## src/rtl/alu_pipe.sv

```systemverilog
// Pipelined integer ALU: the result appears LAT cycles after issue; it stalls on result-bus backpressure and drops killed ops.
// Optional feature: define ALU_ZBB_EN to add min/max and clz/ctz/cpop.
module alu_pipe #(
  parameter int RV         = 64,
  parameter int VA_SZ      = 48,
  parameter int LAT        = 2,
  parameter int NHART      = 1,
  parameter int LNHART     = 0,
  parameter int NCOMMIT    = 32,
  parameter int LNCOMMIT   = 5,
  parameter int CNTRL_SIZE = 7
) (
  input  logic                                clk,
  input  logic                                reset_n,
  input  logic                                enable,
  input  logic [CNTRL_SIZE-1:0]               control,
  input  logic [LNCOMMIT-1:0]                 rd,
  input  logic                                makes_rd,
  input  logic                                needs_rs2,
  input  logic [RV-1:0]                       r1,
  input  logic [RV-1:0]                       r2,
  input  logic [VA_SZ-1:1]                    pc,
  input  logic [31:0]                         immed,
  input  logic [((LNHART > 0) ? LNHART : 1)-1:0] hart,
  input  logic                                rv32,
  input  logic [NHART*NCOMMIT-1:0]            commit_kill,
  input  logic                                res_stall,
  output logic                                busy,
  output logic                                res_valid,
  output logic [RV-1:0]                       result,
  output logic [LNCOMMIT-1:0]                 res_rd,
  output logic [NHART-1:0]                    res_makes_rd
);

  localparam int HW = (LNHART > 0) ? LNHART : 1;

  logic [3:0]    op;
  logic          inv;
  logic          addw_op;
  logic [RV-1:0] opnd2;
  logic [RV-1:0] b_add;
  logic [RV-1:0] a_add;
  logic [RV-1:0] r1_uw;
  logic [RV-1:0] sum;
  logic [RV-1:0] alu_res;

  logic                         stall;
  logic                         accept;
  logic                         in_kill;
  logic [LAT-1:0]               s_valid;
  logic [LAT-1:0]               s_kill;
  logic [LAT-1:0]               s_mk;
  logic [LAT-1:0][RV-1:0]       s_data;
  logic [LAT-1:0][LNCOMMIT-1:0] s_rd;
  logic [LAT-1:0][HW-1:0]       s_hart;

  // Looks up the kill bit for a {hart, tag} pair; the hart field is ignored on single-hart builds.
  function automatic logic is_killed(input logic [HW-1:0] h, input logic [LNCOMMIT-1:0] t,
                                     input logic [NHART*NCOMMIT-1:0] kv);
    logic [NHART*NCOMMIT-1:0] sh;
    sh = kv >> ((NHART > 1 ? int'(h) : 0) * NCOMMIT + int'(t));
    return sh[0];
  endfunction

  assign op      = {control[5], control[2:0]};
  assign inv     = control[3];
  assign addw_op = (RV == 64) && control[4];
  assign opnd2   = needs_rs2 ? r2 : RV'($signed(immed));
  assign b_add   = inv ? ~opnd2 : opnd2;
  assign r1_uw   = RV'(r1[31:0]);

  always_comb begin
    a_add = r1;
    case (op)
      4'h8: a_add = RV'($signed({pc, 1'b0}));
      4'h9: a_add = (addw_op ? r1_uw : r1) << 1;
      4'ha: a_add = (addw_op ? r1_uw : r1) << 2;
      4'hb: a_add = (addw_op ? r1_uw : r1) << 3;
      4'hc: a_add = r1_uw;
      default: a_add = r1;
    endcase
  end

  assign sum = a_add + b_add + RV'(inv);

`ifdef ALU_ZBB_EN
  logic narrow;
  logic cmp_lt;
  logic cnt_found;
  int   cnt_w;
  int   cnt;

  assign narrow = addw_op | rv32;
  assign cmp_lt = inv ? (r1 < opnd2) : ($signed(r1) < $signed(opnd2));

  // Word-mode counts look only at r1[31:0], so a zero word counts 32 rather than RV.
  always_comb begin
    cnt_w     = narrow ? 32 : RV;
    cnt       = 0;
    cnt_found = 1'b0;
    case (immed[1:0])
      2'b00: for (int i = RV - 1; i >= 0; i--) begin
        if (i < cnt_w && !cnt_found) begin
          if (r1[i]) cnt_found = 1'b1;
          else cnt = cnt + 1;
        end
      end
      2'b01: for (int i = 0; i < RV; i++) begin
        if (i < cnt_w && !cnt_found) begin
          if (r1[i]) cnt_found = 1'b1;
          else cnt = cnt + 1;
        end
      end
      2'b10: for (int i = 0; i < RV; i++) begin
        if (i < cnt_w) cnt = cnt + int'(r1[i]);
      end
      default: cnt = 0;
    endcase
  end
`endif

  always_comb begin
    alu_res = '0;
    case (op)
      4'h0: alu_res = addw_op ? RV'($signed(sum[31:0])) : sum;
      4'h1: alu_res = r1 ^ b_add;
      4'h2: alu_res = r1 & b_add;
      4'h3: alu_res = r1 | b_add;
      4'h4: alu_res = RV'($signed(r1) < $signed(opnd2));
      4'h5: alu_res = RV'(r1 < opnd2);
      4'h8, 4'h9, 4'ha, 4'hb, 4'hc: alu_res = sum;
      4'he: alu_res = RV'(sum[31:0]);
`ifdef ALU_ZBB_EN
      4'h6: alu_res = cmp_lt ? r1 : opnd2;
      4'h7: alu_res = cmp_lt ? opnd2 : r1;
      4'hd: alu_res = RV'(cnt);
`endif
      default: alu_res = '0;
    endcase
  end

  always_comb begin
    s_kill = '0;
    for (int i = 0; i < LAT; i++) s_kill[i] = is_killed(s_hart[i], s_rd[i], commit_kill);
  end

  assign in_kill = is_killed(hart, rd, commit_kill);
  assign stall   = res_stall & s_valid[LAT-1];
  assign busy    = stall & s_valid[0];
  assign accept  = enable & ~busy;

  // A stall freezes every stage, but an empty stage 0 may still take a new issue; kill beats stall.
  always_ff @(posedge clk or negedge reset_n) begin
    if (!reset_n) begin
      s_valid <= '0;
      s_mk    <= '0;
      s_data  <= '0;
      s_rd    <= '0;
      s_hart  <= '0;
    end else begin
      if (!stall || !s_valid[0]) begin
        s_valid[0] <= accept & ~in_kill;
        s_data[0]  <= alu_res;
        s_rd[0]    <= rd;
        s_hart[0]  <= hart;
        s_mk[0]    <= makes_rd;
      end else if (s_kill[0]) begin
        s_valid[0] <= 1'b0;
      end
      for (int i = 1; i < LAT; i++) begin
        if (!stall) begin
          s_valid[i] <= s_valid[i-1] & ~s_kill[i-1];
          s_data[i]  <= s_data[i-1];
          s_rd[i]    <= s_rd[i-1];
          s_hart[i]  <= s_hart[i-1];
          s_mk[i]    <= s_mk[i-1];
        end else if (s_kill[i]) begin
          s_valid[i] <= 1'b0;
        end
      end
    end
  end

  assign res_valid    = s_valid[LAT-1];
  assign result       = s_data[LAT-1];
  assign res_rd       = s_rd[LAT-1];
  assign res_makes_rd = (s_valid[LAT-1] & s_mk[LAT-1])
                        ? (NHART'(1) << (NHART > 1 ? int'(s_hart[LAT-1]) : 0)) : '0;

  logic unused_bits;
`ifdef ALU_ZBB_EN
  assign unused_bits = ^{control[CNTRL_SIZE-1:6]};
`else
  assign unused_bits = ^{control[CNTRL_SIZE-1:6], rv32};
`endif

  issue_while_busy: assert property (@(posedge clk) disable iff (!reset_n) !(enable && busy));

endmodule

```

## config.mk

```make
export PLATFORM = sky130hd
export DESIGN_NAME = alu_pipe
export DESIGN_NICKNAME = d
export VERILOG_FILES = /design/src/rtl/alu_pipe.sv
export SDC_FILE = /design/constraint.sdc
export NUM_CORES = 1
export LEC_CHECK = 0
export BUFFER_PORTS_ARGS = -buffer_cell sky130_fd_sc_hd__buf_2
export CAP_MARGIN = 5
export CORE_MARGIN = 2
export CORE_UTILIZATION = 45
export CTS_BUF_LIST = sky130_fd_sc_hd__clkbuf_2
export DETAILED_ROUTE_END_ITERATION = 8
export HOLD_SLACK_MARGIN = 0.08
export PLACE_DENSITY_LB_ADDON = 0.2
export SYNTH_ARGS = -nofsm -noshare
export SYNTH_HDL_FRONTEND = slang
export SYNTH_SLANG_ARGS = --single-unit
```

## constraint.sdc

```tcl
create_clock -name clk -period 2.4 [get_ports clk]
set_input_delay 0.48 -clock clk [delete_from_list [all_inputs] [get_ports clk]]
set_output_delay 0.48 -clock clk [all_outputs]
set_load 0.1 [all_outputs]
```

==> results.toml <==
[run_status]
run_status = "finished with violations"
violations = "negative setup slack"

[floorplanning]
placementRows = 73
initial_utilization_pct = 45.68
die_h_um = 204.8
dieArea_sq_um = 41960
fp.coreArea_sq_um = 39730
die_width_um = 204.8
io_pins = 331

[critical_path]
r2r-start = "res_rd[0]"
endpoint_kind = "register"
cp.required_ps = 2930
endpoint = "s_data[55]"
rrSetupSlack_ps = 80
worst_r2r_path_depth = 4
crit_fanout = 26
crit_arrival_ps = 4050
startpoint = "control[0]"
cp-start-kind = "input port"
worstSetupPathType = "in2reg"
r2r_end = "s_valid[1]"

[routing]
wirelength_um = 72230
drt_first_pass_iters = 6
drtIter0Drc = 1968
drc = 0
ant_nets = 0
wire_per_inst_um = 20.59
vias = 19910
viasPerCell = 5.678

[timing]
tightest_slew_ps = 633.6
max_slew_margin_pct = 57.31
setup_viol = 58
rsz0062_at_grt = "true"
fmax_mhz = 284.0
worst_hold_slack_ps = 160.7
skew_ps = 64.27
setup_tns_ps = -44310
drv_slew = 0
period_share_pct = 146.7
hold_violations = 0
layout_setup_ws_ps = -1121
fin_crit_ps = 3521

[clock_tree]
cts_max_path_buffers = 3
clk_latency_ps = 700
htreeDepth = 4
cts-root-buf = "clkbuf_2"
cts_tree = "done"
clock_sinks = 142
clkTransAtPathRegs_ps = 130
cts_buffers = 25

[power]
pwr-share-seq_pct = 22.2
p_clk_share_pct = 7.3
power_density_nw_per_um2 = 584.0
switching_share_pct = 50.95
p_sw_uw = 7672
p_leak_uw = 0.01319
ir_worst_vdd_mv = 0.5364
p_comb_share_pct = 70.5
p_int_uw = 7386

[global_routing]
grt_pass1_vias = 19270
grt-ovfl-total = 0
antenna_found_initial = 4
grt_use_total_pct = 33.83
grt_first_pass_wirelength_um = 110400
grt_max_degree = 73

[place]
preCtsSetupSlack_ps = -1858
io_buffers = 327
post-dp-hpwl_um = 59700
finalWeightedCongestion = 1.009

[yosys]
postSynth.asyncResetShare_pct = 100.0
synth-seq-area-share_pct = 19.58
synth_area_sq_um = 18150
netlist_instances = 2172
ys_top_cells_by_area = "dfrtp_1 20%, ha_1 17%, a21oi_1 6.0%"
yosys_warnings = 0
synth_top_area_share_pct = 19.58
synth_top_area_cell = "dfrtp_1"
syn_avg_cell_area_sq_um = 8.356
synth_edf_count = 0
ys_seq_elements = 142
syn_nets = 2685
synth_cell_types = 74
synth-main-ff-cell = "dfrtp_1"

[worst_hold_path]
hold_class = "in2reg"
hold_depth = 2

[finish]
final_common_cell = "buf_4"
drive_gt1_share_pct = 43.34
fin_nets = 3490
final_cell_mix = "622 x buf_4, 322 x buf_2, 247 x ha_1"
area_growth_pct = 42.07

[flow_run]
cap_violations = 0
-- cells in the mapped netlist (32+ instances only) --
master	instances
a21o_1	73
a21oi_1	219
a22oi_1	74
buf_4	70
clkbuf_1	119
dfrtp_1	142
ha_1	253
inv_1	142
mux2_2	78
mux2i_1	72
mux4_2	32
nand2_1	163
nor2_1	111
o21ai_0	160
o221ai_1	38
xnor2_1	92
-- flip-flops by register name, summed over array words and instances, names as in the netlist --
name / count
result: 64
s_data: 64
res_rd: 5
s_rd: 5
s_mk: 2
s_valid: 2
-- timing repair --
| item | 4_1_cts | 5_1_grt |
|---|---|---|
| buffers inserted | 6 | 12 |
| gates cloned | 3 | 0 |
| pin swaps | 37 | 27 |
| setup endpoints to repair | 61 | 63 |
| hold endpoints to repair | 99 | 1 |
| gates resized for setup | 96 | 48 |
| hold buffers | 4 | 1 |
-- per-layer routing --
metal	vias to the layer above	global-route usage, %	part of all wire, %
li1	9473	-	-
met1	9558	53.05	50
met2	808	49.52	41
met3	73	4.152	7.7
met4	2	5.668	1.4
met5	-	0	0.014
-- stage by stage --
| stage | power (uW) | cells | util (%) | cell area, sq um |
|---|---|---|---|---|
| finish | 15060 | 3507 | 64.90 | 25780 |
| global route | 15900 | 3507 | 64.90 | 25780 |
| floorplan | 10040 | 2172 | - | 18800 |
| detailed placement | 13370 | 3449 | 62.24 | 24730 |
| global placement | 13180 | 3449 | 62.24 | 24730 |
| CTS | 14780 | 3493 | 64.11 | 25470 |
-- kinds of logic after synthesis --
| logic type | Yosys count | share of synthesized area [%] |
|---|---|---|
| compound gates | 721 | 25.40 |
| xor+xnor | 120 | 5.791 |
| fa+ha+maj | 254 | 17.55 |
| buf+inv | 352 | 8.913 |
| flops | 142 | 19.58 |
| mux | 182 | 12.78 |
| simple gates | 401 | 9.989 |
-- cell type report --
type	count	area, sq um
Sequential cell	142	3557
Multi-Input combinational cell	1678	13870
Antenna cell	1	2.502
Clock inverter	3	15.01
Tap cell	525	656.9
Clock buffer	28	140.1
Inverter	142	533.0
Fill cell	3483	13950
Timing Repair Buffer	988	7007
-- critical path: stages --
cell and delay [ps]:
buf_2 130, or2_4 270, nor2_4 120, buf_12 200, a22oi_1 110, o221ai_1 80
ha_1 340, a21oi_1 250, o21ai_0 160, a21o_1 220, a21o_1 210, buf_4 150
nand2_1 60, o211ai_1 140, o21ai_2 260, a2111oi_2 100, buf_4 150, or3_1 350
a211oi_2 190, o21ai_1 70
-- power by group through the flow --
stage	clock network (uW)	logic [uW]	registers [uW]
CTS	1140	10300	3330
finish	1100	10600	3340
floorplan	0	6800	3240
detailed placement	0	9980	3390
global route	1230	11300	3410
global placement	0	9830	3350
-- worst min-delay path by stage --
stage             from         end  slack (ps)
6_report         rd[2]     s_rd[2]         160
4_1_cts          rd[3]     s_rd[3]          80
3_5_place_dp   reset_n  s_data[22]         420
5_1_grt          rd[2]     s_rd[2]         110
2_1_floorplan  reset_n   res_rd[0]         180
3_3_place_gp   reset_n  s_data[22]         420
No activity file was read; power rests on OpenSTA's default activity.
